**config.mk**
```make
export PLATFORM = sky130hd
export DESIGN_NAME = instruction_fetch_unit
export DESIGN_NICKNAME = d
export VERILOG_FILES = /design/src/rtl/instruction_fetch_unit.sv
export SDC_FILE = /design/constraint.sdc
export NUM_CORES = 1
export LEC_CHECK = 0
export CAP_MARGIN = 20
export CORE_ASPECT_RATIO = 1.75
export CORE_MARGIN = 2
export CORE_UTILIZATION = 45
export CTS_BUF_LIST = sky130_fd_sc_hd__clkbuf_8
export DETAILED_ROUTE_END_ITERATION = 12
export GPL_TIMING_DRIVEN = 0
export HOLD_SLACK_MARGIN = 0.02
export PLACE_DENSITY = 0.79
export SKIP_CTS_REPAIR_TIMING = 1
export SLEW_MARGIN = 20
export SYNTH_ARGS = -nofsm -noshare
export SYNTH_HDL_FRONTEND = slang
export SYNTH_SLANG_ARGS = --single-unit
export TNS_END_PERCENT = 5
```
**constraint.sdc**
```tcl
create_clock -name clock -period 2.45 [get_ports clock]
set_input_delay 0.49 -clock clock [delete_from_list [all_inputs] [get_ports clock]]
set_output_delay 0.49 -clock clock [all_outputs]
set_load 0.005 [all_outputs]
```
**src/rtl/instruction_fetch_unit.sv**
```systemverilog
// -----------------------------------------------------------------------------
// instruction_fetch_unit
//   Holds the program counter and fetches instructions from instruction memory
//   over a req/gnt/rvalid handshake. Only one memory request is outstanding at
//   a time. Each fetched instruction is presented to the control unit over a
//   valid/ready handshake, and the control unit can redirect the PC.
//
// Ports
//   clock        rising-edge clock
//   reset        asynchronous active-low reset
//   mem_req      fetch request; mem_addr is valid while high
//   mem_addr     fetch address (current PC)
//   mem_gnt      memory accepts the request this cycle
//   mem_rvalid   read data valid, one pulse per granted request
//   mem_rdata    instruction data, qualified by mem_rvalid
//   I            instruction register presented to the control unit
//   pc_out       address of the instruction held in I
//   i_valid      I/pc_out hold a valid instruction
//   i_ready      control unit consumes I this cycle
//   pc_load      redirect request; pc_in becomes the next fetch address
//   pc_in        redirect target; bits [1:0] are forced to zero
//
// state  | meaning
// -------+-----------------------------------------------------------------
// IDLE   | first cycle after reset release, no request yet
// FETCH  | mem_req high, waiting for mem_gnt
// WAIT   | request granted, waiting for mem_rvalid (drop_q: discard it)
// FULL   | instruction held in I, waiting for the control unit to take it
// -----------------------------------------------------------------------------
module instruction_fetch_unit #(
  parameter int unsigned          PC_WIDTH    = 64,
  parameter int unsigned          INSTR_WIDTH = 32,
  parameter logic [PC_WIDTH-1:0]  RESET_PC    = '0,
  parameter int unsigned          PC_STEP     = 4
) (
  input  logic                   clock,
  input  logic                   reset,
  output logic                   mem_req,
  output logic [PC_WIDTH-1:0]    mem_addr,
  input  logic                   mem_gnt,
  input  logic                   mem_rvalid,
  input  logic [INSTR_WIDTH-1:0] mem_rdata,
  output logic [INSTR_WIDTH-1:0] I,
  output logic [PC_WIDTH-1:0]    pc_out,
  output logic                   i_valid,
  input  logic                   i_ready,
  input  logic                   pc_load,
  input  logic [PC_WIDTH-1:0]    pc_in
);

  localparam logic [PC_WIDTH-1:0] PC_INC     = PC_WIDTH'(PC_STEP);
  localparam logic [PC_WIDTH-1:0] ALIGN_MASK = ~PC_WIDTH'(3);

  typedef enum logic [1:0] {
    S_IDLE,
    S_FETCH,
    S_WAIT,
    S_FULL
  } state_e;

  state_e                 state_q, state_d;
  logic [PC_WIDTH-1:0]    pc_q, pc_d;
  logic [PC_WIDTH-1:0]    fetch_addr_q, fetch_addr_d;
  logic [INSTR_WIDTH-1:0] instr_q, instr_d;
  logic [PC_WIDTH-1:0]    pc_out_q, pc_out_d;
  logic                   i_valid_q, i_valid_d;
  logic                   drop_q, drop_d;
  logic [PC_WIDTH-1:0]    redirect_pc;

  assign redirect_pc = pc_in & ALIGN_MASK;

  // Memory-side outputs depend only on registered state, never on inputs.
  assign mem_req  = (state_q == S_FETCH);
  assign mem_addr = pc_q;
  assign I        = instr_q;
  assign pc_out   = pc_out_q;
  assign i_valid  = i_valid_q;

  always_comb begin
    state_d      = state_q;
    pc_d         = pc_q;
    fetch_addr_d = fetch_addr_q;
    instr_d      = instr_q;
    pc_out_d     = pc_out_q;
    i_valid_d    = i_valid_q;
    drop_d       = drop_q;

    case (state_q)
      S_IDLE: begin
        state_d = S_FETCH;
        if (pc_load) pc_d = redirect_pc;
      end

      S_FETCH: begin
        if (pc_load) begin
          pc_d = redirect_pc;
          // A grant in the redirect cycle still produces a response that
          // must be swallowed before the next request goes out.
          if (mem_gnt) begin
            drop_d  = 1'b1;
            state_d = S_WAIT;
          end
        end else if (mem_gnt) begin
          fetch_addr_d = pc_q;
          pc_d         = pc_q + PC_INC;
          state_d      = S_WAIT;
        end
      end

      S_WAIT: begin
        if (pc_load) begin
          pc_d = redirect_pc;
          if (mem_rvalid) begin
            drop_d  = 1'b0;
            state_d = S_FETCH;
          end else begin
            drop_d = 1'b1;
          end
        end else if (mem_rvalid) begin
          if (drop_q) begin
            drop_d  = 1'b0;
            state_d = S_FETCH;
          end else begin
            instr_d   = mem_rdata;
            pc_out_d  = fetch_addr_q;
            i_valid_d = 1'b1;
            state_d   = S_FULL;
          end
        end
      end

      S_FULL: begin
        // A redirect flushes I; a same-cycle i_ready still counts as consumed.
        if (pc_load || (i_valid_q && i_ready)) begin
          i_valid_d = 1'b0;
          state_d   = S_FETCH;
          if (pc_load) pc_d = redirect_pc;
        end
      end

      default: begin
        state_d = S_IDLE;
      end
    endcase
  end

  always_ff @(posedge clock or negedge reset) begin
    if (!reset) begin
      state_q      <= S_IDLE;
      pc_q         <= RESET_PC;
      fetch_addr_q <= RESET_PC;
      instr_q      <= '0;
      pc_out_q     <= '0;
      i_valid_q    <= 1'b0;
      drop_q       <= 1'b0;
    end else begin
      state_q      <= state_d;
      pc_q         <= pc_d;
      fetch_addr_q <= fetch_addr_d;
      instr_q      <= instr_d;
      pc_out_q     <= pc_out_d;
      i_valid_q    <= i_valid_d;
      drop_q       <= drop_d;
    end
  end

endmodule
```
==> results.txt <==
----------------------------------------------------
[Route]
  Vias per cell ... a little under 6
  Final ANT Viol Nets ... 0
  Router iterations before antenna repair ... 8
  Total DRC errors in the routed layout ... 0
  WL final ... roughly 34000 µm
  Wire length per cell after detailed routing ... between 20 and 25 µm
  Overall via count from detail_route ... roughly 9000
  Detailed Route Iter0 Violations ... a little under 700

[Setup path]
  Worst Setup Path Type ... flip-flop to output port
  Reg-to-reg setup timing slack ... ~0.03 ns
  Launching point of the worst reg2reg path ... mem_addr[33]
  Worst Setup Start Kind ... flip-flop
  Reg-to-Reg End ... mem_addr[49]
  CP Max Fanout ... 7
  Nature of the critical path endpoint ... output port
  Arrival time of data at the critical path endpoint ... between 1.5 and 2 ns
  Worst path required time ... 1.96 ns
  Worst Reg2Reg Path Length in Cells ... 5

[Synthesis]
  Most area-consuming cells after synthesis ... dfrtp_1, mux2_2, nand2_1
  YS warnings ... 0
  Sequential fraction of the synthesis area ... 0.534
  Largest area contributor in the netlist ... dfrtp_1
  Fraction of synthesis flops using an asynchronous set or reset pin ... 1.00
  Share of the synthesized area in the top cell type ... 0.534
  Synthesized cell area ... about 10000 µm²
  Count of flip-flops with a built-in enable after synthesis ... 0
  Synthesized netlist cell count ... between 800 and 900
  Average cell area after synthesis ... around 12 µm²
  Number of synthesized register bits ... ~220
  Prevailing post-synth register cell ... dfrtp_1
  Unique masters post-synth ... roughly 70

[Global route]
  Wire length of the first global-routing pass ... approximately 50000 µm
  Vias in the first global route ... between 9000 and 10000
  Antenna violations before repair ... 1
  Largest net degree at the start of global routing ... between 80 and 90
  Total congestion overflow ... 0
  Tot GR Track Use ... 0.270

[Placement]
  Dpl cell area ... between 10000 and 15000 µm²
  Number of instances in the placed design ... 1459
  Quantity of I/O buffers inserted on ports ... roughly 260
  Final weighted congestion of routability-driven global placement ... 0.939
  Final HPWL from detailed placement ... around 24000 µm

[STA]
  Fmax achieved ... approximately 0.41 GHz
  Fin crit period ... roughly 2.4 ns
  Worst Max-Slew Pin Slew ... between 0.7 and 0.8 ns
  Maximum clock skew at final layout ... 0.0336 ns
  Number of hold violations in the final report ... 0
  Setup-violating endpoint count in the final report ... 0
  Portion of the clock cycle consumed by the worst path in the final layout ... 0.992
  Final setup TNS ... 0 ns
  Relative slew slack ... 0.470
  Hold WS ... between 0.4 and 0.5 ns
  Number of max-slew violations in the final report ... 0
  Setup repair after global routing missed its margin ... true

[Power and ir drop]
  Static power due to leakage ... 6.10 nW
  Int Pwr ... ~9.3 mW
  Maximum VDD drop ... 0.662 mV
  Power density cells ... ~1000 nW/µm²
  Clock group share of total power ... 0.243
  Seq pwr share ... 0.420
  Logic pwr share ... 0.337
  Power spent charging and discharging nets ... 4.99 mW
  Switching portion of total power ... 0.348

[Layout]
  Nets@finish ... 1299
  Area growth from synthesis to layout ... 37.7%
  Post-route cell area ... 14300 µm²
  Total of fill cells in the finished design ... approximately 1800
  Fin cells ... roughly 1500
  Fraction of final layout cells with drive strength greater than 1 ... 0.239
  Final Util ... 0.630

[Clock tree]
  Number of buffers created by CTS ... 34
  Worst-Skew Late Latency ... ~0.54 ns
  Master cell of the clock root buffer ... clkbuf_8
  Clock tree from TritonCTS ... yes
  Number of sinks handled by clock tree synthesis ... approximately 220
  Clock-pin slew on the worst setup and hold paths ... 0.07 ns
  Maximum clock insertion buffer count ... 3
  Number of H-tree levels ... 2

[Floorplan]
  Number of placement rows ... between 70 and 80
  Boundary pin count ... between 200 and 300
  Core area ... roughly 23000 µm²
  Die Width ... around 120 µm
  Die ar. ... 24400 µm²
  Die span in y ... between 200 and 250 µm
  Starting density of the core ... 0.458

[Hold path]
  HP Class ... flip-flop to flip-flop
  Endpoint with the worst hold slack ... fetch_addr_q[37]
  Hold Path Depth ... 2
  Hold path start ... fetch_addr_q[37]

[Job]
  Count of maximum capacitance violations ... 0

[Run status]
  Status ... complete, no violations

----------------------------------------------------
==> Yosys cell counts, types with 9 or more instances <==
| master | number |
|---|---|
| nand2b_1 | 9 |
| a31oi_1 | 13 |
| clkbuf_1 | 30 |
| nand4_1 | 28 |
| and3_1 | 16 |
| dfrtp_1 | 222 |
| nand2_1 | 58 |
| nor3_1 | 17 |
| o31ai_1 | 10 |
| o21ai_0 | 16 |
| a21oi_1 | 32 |
| nor2_1 | 58 |
| nor4_1 | 14 |
| o22ai_1 | 11 |
| nand3_1 | 34 |
| buf_2 | 16 |
| mux2_2 | 156 |
| o22a_1 | 10 |
==> final cells by class <==
class / instances / area, µm² / area share
Sequential cell: 222 / 5560 / 0.388
Clock inverter: 14 / 141 / 0.00987
Tap cell: 300 / 375 / 0.0262
Clock buffer: 46 / 633 / 0.0442
Multi-Input combinational cell: 609 / 4650 / 0.325
Inverter: 9 / 37.5 / 0.00262
Buffer: 55 / 278 / 0.0194
Antenna cell: 1 / 2.50 / 0.000175
Timing Repair Buffer: 261 / 2650 / 0.185
==> worst max-delay path by stage <==
stage / startpoint / to / slack [ns] / cells after the start
after floorplan: state_q[0] / mem_addr[59] / 0.33 / 8
after global placement: reset / I[31] / -8.47 / 1
after CTS: pc_load / fetch_addr_q[57] / -0.52 / 6
after global routing: mem_addr[33] / mem_addr[49] / -0.03 / 5
after detailed placement: pc_load / fetch_addr_q[61] / -1.06 / 6
final: state_q[1] / mem_req / 0.02 / 3
==> flip-flops by register name, summed over array words and instances, names as in the netlist <==
register      cells
mem_addr         62
state_q           2
pc_out           62
drop_q            1
fetch_addr_q     62
i_valid           1
I                32
==> metal layers <==
metal,GRT usage,up-vias,share of wire
met4,0.183,0,0.068
li1,-,3957,-
met5,0,-,0
met3,0.0388,155,0.066
met1,0.297,4373,0.35
met2,0.478,470,0.52
==> stage by stage <==
step                total power [mW]  setup slack, ns
finish                          14.3           0.0203
CTS                             14.2           -0.517
detailed placement              10.7            -1.06
global placement                10.6            -8.47
floorplan                       8.09            0.333
global route                    15.0          -0.0291
==> cell usage in the layout, fill, tap and decap left out, drive strengths merged, types with 5 or more instances in the layout <==
master	synthesis	final
o21ai	21	21
nand4	29	29
nand2b	9	9
buf	30	33
inv	8	13
clkbuf	30	72
dfrtp	222	222
o22a	10	10
nand2	58	58
nor4	21	21
a21oi	32	32
ha	5	5
a31oi	13	13
and3	16	16
clkdlybuf4s50	0	256
clkinv	1	5
o31ai	10	10
nand3	37	37
mux2i	6	6
o22ai	11	11
nor2	58	58
a211oi	6	6
nor3	18	18
mux2	156	156
o211ai	5	5
and4	8	8
a311oi	5	5
==> worst max-delay path: stages (launching register included) <==
cell	delay [ns]
dfrtp_1	0.40
inv_1	0.11
ha_2	0.29
clkdlybuf4s50_1	0.60
==> power by group through the flow <==
stage | clock [mW] | sequential (mW) | combinational [mW]
2_1_floorplan | 0 | 5.69 | 2.39
3_3_place_gp | 0 | 6.00 | 4.56
3_5_place_dp | 0 | 6.04 | 4.67
4_1_cts | 3.56 | 5.98 | 4.70
5_1_grt | 3.71 | 6.16 | 5.16
6_report | 3.49 | 6.01 | 4.83
==> logic make-up (layout without fill, tap and decap cells) <==
logic type      Yosys count  after routing  share of synthesized area
simple gates            275            275                      0.145
flops                   222            222                      0.534
mux                     162            162                      0.175
compound gates          160            160                      0.108
buf+inv                  69            385                     0.0293
fa+ha+maj                 5              5                    0.00601
xor+xnor                  3              3                    0.00253
other cells               1              5                   0.000360
(Power assumes the default switching activity.)
